<file path="src/rtl/rob_wb_arb.sv">
// rob_wb_arb: round-robin writeback arbiter feeding the two ROB result ports.
// Up to two unit results are granted per cycle and registered onto the ports.
module rob_wb_arb #(
    parameter int ROB_DEPTHLOG2 = 4,
    parameter int DATA_W        = 72,
    parameter int NREQ          = 4
) (
    input  logic                          clock,
    input  logic                          reset_n,
    input  logic                          flush,
    input  logic [NREQ-1:0]               req_valid,
    input  logic [NREQ*ROB_DEPTHLOG2-1:0] req_slot,
    input  logic [NREQ*DATA_W-1:0]        req_data,
    output logic [NREQ-1:0]               req_ready,
    output logic [1:0]                    wr_valid,
    output logic [2*ROB_DEPTHLOG2-1:0]    wr_slot,
    output logic [2*DATA_W-1:0]           wr_data,
    output logic [1:0]                    rr_ptr_o
);

    localparam int SW = ROB_DEPTHLOG2;

    logic [SW-1:0]     slot_arr [4];
    logic [DATA_W-1:0] data_arr [4];

    logic [1:0] rr_ptr;
    logic       g0_v;
    logic       g1_v;
    logic [1:0] g0_idx;
    logic [1:0] g1_idx;
    logic [1:0] idx;
    logic [1:0] last_idx;
    logic [1:0] nxt_ptr;

    for (genvar i = 0; i < 4; i++) begin : g_unpack
        assign slot_arr[i] = req_slot[i*SW +: SW];
        assign data_arr[i] = req_data[i*DATA_W +: DATA_W];
    end

    // Scan requesters from rr_ptr; first two valid ones win port 0 and port 1.
    always_comb begin
        g0_v      = 1'b0;
        g1_v      = 1'b0;
        g0_idx    = 2'd0;
        g1_idx    = 2'd0;
        idx       = 2'd0;
        req_ready = '0;
        if (reset_n && !flush) begin
            for (int i = 0; i < 4; i++) begin
                idx = rr_ptr + 2'(i);
                if (req_valid[idx]) begin
                    if (!g0_v) begin
                        g0_v   = 1'b1;
                        g0_idx = idx;
                    end else if (!g1_v) begin
                        g1_v   = 1'b1;
                        g1_idx = idx;
                    end
                end
            end
            if (g0_v) req_ready[g0_idx] = 1'b1;
            if (g1_v) req_ready[g1_idx] = 1'b1;
        end
    end

    assign last_idx = g1_v ? g1_idx : g0_idx;
    assign nxt_ptr  = last_idx + 2'd1;
    assign rr_ptr_o = rr_ptr;

    // Register granted results onto the ROB ports and advance the pointer.
    always_ff @(posedge clock or negedge reset_n) begin
        if (!reset_n) begin
            wr_valid <= '0;
            wr_slot  <= '0;
            wr_data  <= '0;
            rr_ptr   <= 2'd0;
        end else if (flush) begin
            wr_valid <= '0;
            rr_ptr   <= 2'd0;
        end else begin
            wr_valid <= {g1_v, g0_v};
            if (g0_v) begin
                wr_slot[0 +: SW]     <= slot_arr[g0_idx];
                wr_data[0 +: DATA_W] <= data_arr[g0_idx];
                rr_ptr               <= nxt_ptr;
            end
            if (g1_v) begin
                wr_slot[SW +: SW]         <= slot_arr[g1_idx];
                wr_data[DATA_W +: DATA_W] <= data_arr[g1_idx];
            end
        end
    end

endmodule

</file>
<file path="config.mk">
export PLATFORM = sky130hd
export DESIGN_NAME = rob_wb_arb
export DESIGN_NICKNAME = d
export VERILOG_FILES = /design/src/rtl/rob_wb_arb.sv
export SDC_FILE = /design/constraint.sdc
export NUM_CORES = 1
export LEC_CHECK = 0
export ABC_CLOCK_PERIOD_IN_PS = 11000
export BUFFER_PORTS_ARGS = -buffer_cell sky130_fd_sc_hd__buf_2
export CORE_AREA = 2 2 184 186
export DETAILED_ROUTE_END_ITERATION = 8
export DIE_AREA = 0 0 186 188
export GPL_ROUTABILITY_DRIVEN = 0
export PLACE_DENSITY = 0.56
export SYNTH_ARGS = -nofsm -noshare
export SYNTH_HDL_FRONTEND = slang
export SYNTH_SLANG_ARGS = --single-unit
export TNS_END_PERCENT = 5
</file>
<file path="constraint.sdc">
create_clock -name clock -period 11 [get_ports clock]
set_clock_uncertainty 0.15 [all_clocks]
set_input_delay 2.2 -clock clock [delete_from_list [all_inputs] [get_ports clock]]
set_output_delay 2.2 -clock clock [all_outputs]
set_load 0.05 [all_outputs]
</file>
Yosys cells after proc, flatten, opt, wreduce, memory -nomap -nowiden
Index checks and enable logic that the tools add are counted.
Widths: inputs -> output; s select.
- add/sub/neg operators: 4
- $lt $le $gt $ge: 10
- mux-type cells: 72
- bitwise gates (word level): 4
- reduce and logical (&&, ||, !) cells: 7
- operators by type and width (cell ; number):
    $bmux 72 s2 ; 2
    $mux 72 ; 4
    $mux 2 ; 24
    $mux 4 ; 8
    $mux 1 ; 26
    $lt 2x3->1 const B ; 6
    $bmux 4 s2 ; 2
    $bmux 1 s2 ; 4
    $ge 3x3->1 const B ; 2
    $not 2->3 ; 2
    $add 2x1->2 const B ; 2
    $add 2x2->2 const B ; 2
    $demux 1 s2 ; 2
    $ge 2x1->1 const B ; 2
    $or 4x4->4 ; 1
    $reduce_and 2->1 ; 2
    $logic_and 1x1->1 ; 3
    $reduce_bool 2->1 ; 1
    $logic_not 1->1 ; 1
    $not 1->1 ; 1
- register bits after elaboration: 156
- bits of input ports: 311
- logic and storage cells: 103

Logic depth before layout (Yosys ltp)
- depth in word-level cells: 21
- depth in mapped cells: 15
- mapped depth without buffers: 10

Least setup slack after synthesis
No wires, ideal clock.
- path kind: input to output
- start point: input req_valid[0]
- end point: output req_ready[1]
- data arrival time: 5.436 ns
- data required time: 8.650 ns
- setup slack: 3.214 ns
- stages: 13
- path buffers: 4
- cells stage by stage: buf_2 -> buf_2 -> mux2_2 -> nand2_1 -> o31ai_1 -> ha_1 -> mux2_2 -> nor3_1 -> o32ai_4 -> nand2_4 -> buf_4 -> buf_2 -> o21ai_0
- word-level cells in the longest chain between the ends: 21
- RTL lines (what ; line ; RTL):
    start: declaration ; 11 ; input logic [NREQ-1:0] req_valid,
    $bmux 1 s2 ; 51 ; if (req_valid[idx]) begin
    $mux 1 (implied by the code) ; 51 ;
    $mux 1 ; 51 ;
    $mux 1 ; 48 ; if (reset_n && !flush) begin
    $mux 1 ; 52 ; if (!g0_v) begin
    $mux 1 ; 51 ;
    $mux 1 ; 48 ;
    $mux 2 / $mux 1 (equally long branches) ; 55, 52 ;
    (+5 left out) ; n/a ;
    $mux 2 ; 48 ;
    $lt 2x3->1 (implied by the code) / $ge 2x1->1 (equally long branches) ; 62 ; if (g1_v) req_ready[g1_idx] = 1'b1;
    $logic_and 1x1->1 (implied by the code) ; 62 ;
    $mux 1 (implied by the code) ; 62 ;
    $demux 1 s2 ; 62 ;
    $or 4x4->4 (no line) ; n/a ;
    $mux 4 (*) ; 62 ;
    $mux 4 (*) ; 48 ;
    end: declaration ; 14 ; output logic [NREQ-1:0] req_ready,
Mark *: on every way between the ends. The rest lies on a longest branch, timed or not. The select of a mux whose other input is x is not followed.

Worst setup path in the final report
- start point: input req_valid[2]
- end point: output req_ready[0]
Same word-level chain as after synthesis.

==> flow_summary.toml <==
[floorplanning]
std_cell_rows = 67
start_util_pct = 32.4
die_h_um = 188
core_area_um2 = 33100
ios = 471
die-area_um2 = 35000
fp.dieW_um = 186

[logic_synthesis]
ys_warn_count = 0
synthArstFlopShare_pct = 100
synth-edff-count = 0
synth_area_leaders = "dfrtp_1, mux2i_1, mux2_2"
synth_top_area_share_pct = 36.4
syn-num-nets = 1508
ys_types = 59
synth_top_cell_by_area = "dfrtp_1"
ys_ff_latch = 156
seq_area_frac_synth_pct = 36.4
netlist_instances = 1195
ys.flop_type = "dfrtp_1"
syn_area_per_cell_um2 = 8.98
synth_top_cells_by_count = "nand2_1, mux2i_1, dfrtp_1, nor2_1, a221oi_1"
netlist_area_um2 = 10700
synth.most_common_cell = "nand2_1"

[routing]
drc = 0
drt_iter0_drc = 670
drt-vias-per-instance = 5.45
antenna_left = 0
first_pass_iters = 5
wl_mm = 44.5
wire_per_inst_um = 21.6
vias = 11200

[critical_path]
critPathLaunchType = "input pin"
crit_path_max_fanout = 65
path_class = "in2out"
r2r-end = "wr_data[66]"
r2r_start = "rr_ptr_o[0]"
cp_slowest_cell = "o31ai_1"
end_kind = "primary output"
crit_arrival_ps = 4940
reg2regPathDepth = 12
path_cells = "buf_2 > nor2_1 > o31ai_1 > ha_1 > mux2_2 > nor3b_2 > o32ai_4 > buf_4 > nor2_1 > a21oi_1 > nor2_1 > buf_2"
crit_top_cell = "nor2_1"
setup.worst_path.start = "req_valid[2]"
cpPeakStageDelay_ps = 380
cp.required_ps = 8650
r2r_slack_ps = 6110

[power_and_ir_drop]
ir_drop_mv = 0.175
p_leak_nw = 6.12
powerDensity_nw_per_um2 = 241

[flow_run]
maxCapViolCount = 0

[placed_design]
dp_hpwl_mm = 29.8
port_buffers = 470
placed_area_um2 = 13300
dp_cells = 2020

[layout]
fin_nets = 1904
fillers = 3410
drive_gt1_share_pct = 37.9
fin_cells = 2064
syn_to_final_growth_pct = 29.3
finalInstanceArea_um2 = 13900

[global_route]
grtUsageTotal_pct = 24.9
antenna_found_initial = 14
grt_pass1_vias = 11200
grt_max_degree = 81
grt.overflow.total = 0
grt_pass1_wl_mm = 66.5

[clocking]
cts_resized = 0
ctsRootBufferMaster = "clkbuf_16"
holdBufCountCts = 0
htree_levels = 4
clk_latency_ps = 430
cts_buffer_depth = 2
clk_pin_slew_ps = 60
cts_tree = "yes"
clock-sinks = 156
cts_buffers = 17
postCtsSetupBuffers = 0

[timing]
post-route-period-util_pct = 66.3
period_needed_ps = 7290
maxClockFrequency_mhz = 137
max-slew-margin-rel_pct = 25.4
hold_viol = 0
drv_slew = 0
setup_tns_ps = 0
worst_pin_slew_ps = 1120
rsz0062_at_grt = "no"
setup_viol = 0

[run_status]
outcome = "completed"

[min_path]
min_from = "wr_data[124]"
holdPathEnd = "wr_data[124]"
holdPathStages = 2
hp-class = "reg2reg"
[metrics by stage]
stage	setup WS [ps]	hold WS (ps)	power [W]	utilization [%]
floorplan	3210	636	0.00225	-
global placement	3770	339	0.00274	40.1
detailed placement	3730	343	0.00276	40.1
CTS	3710	359	0.00335	41.8
global route	3490	378	0.00350	41.9
finish	3710	356	0.00334	41.9
[per-layer routing]
metal	global-route usage [%]	routed length (um)	vias to the layer above	share of wire, %
met4	9.84	1310	6	2.9
met5	0	41	-	0.092
li1	-	-	5165	-
met1	29.7	18000	5473	40
met3	7.01	3570	84	8.0
met2	42.0	21600	517	49
[sequential cells by signal, indices dropped and copies added (netlist names)]
register and count:
wr_valid 2, wr_slot 8, wr_data 144, rr_ptr_o 2
[worst max-delay path by stage]
stage	cells after the start	to	slack, ps
5_1_grt	12	req_ready[0]	3490
6_report	12	req_ready[0]	3710
3_5_place_dp	10	req_ready[2]	3730
3_3_place_gp	12	req_ready[0]	3770
4_1_cts	12	req_ready[0]	3710
2_1_floorplan	13	req_ready[1]	3210
[report_power, final]
part	total, W	switching, W	internal (W)
clock	0.000589	0.000265	0.000324
combinational	0.00186	0.00133	0.000537
sequential	0.000884	0.000118	0.000766
total	0.00334	0.00171	0.00163
[cells by family after synthesis]
group                      share of synthesized area [%]
AOI/OAI and AO/OA                                   18.2
xor gates and xnor gates                          0.0817
adders and majority gates                          0.233
buffers and inverters                               5.59
DFF                                                 36.4
muxes                                               22.7
and+or+nand+nor                                     16.8
[critical path, delay by kind of cell]
kind / cells / cell delay (ps)
compound gates: 3 / 580
buf+inv: 3 / 890
fa+ha+maj: 1 / 300
mux: 1 / 300
simple gates: 4 / 670
[cell type report]
type,count,area (um^2),area share [%]
clock buffers,22,464,3.35
inverters,7,26.3,0.189
flip-flops and latches,156,3900,28.1
multi-input cells,918,6280,45.3
diodes,12,30.0,0.216
clock inverters,10,92.6,0.667
repair buffers,491,2520,18.1
well taps,448,561,4.04
[placed cells by master (no fill, tap or decap), types with 21 or more instances in the layout]
| master | count |
|---|---|
| buf_2 | 469 |
| nand2_1 | 205 |
| mux2i_1 | 162 |
| dfrtp_1 | 156 |
| nor2_1 | 139 |
| a221oi_1 | 85 |
| mux2_2 | 69 |
| o21ai_0 | 50 |
| nand2b_1 | 37 |
| o22ai_1 | 33 |
| a31oi_1 | 32 |
| a221o_1 | 22 |
| buf_4 | 21 |
(Power assumes the default switching activity.)
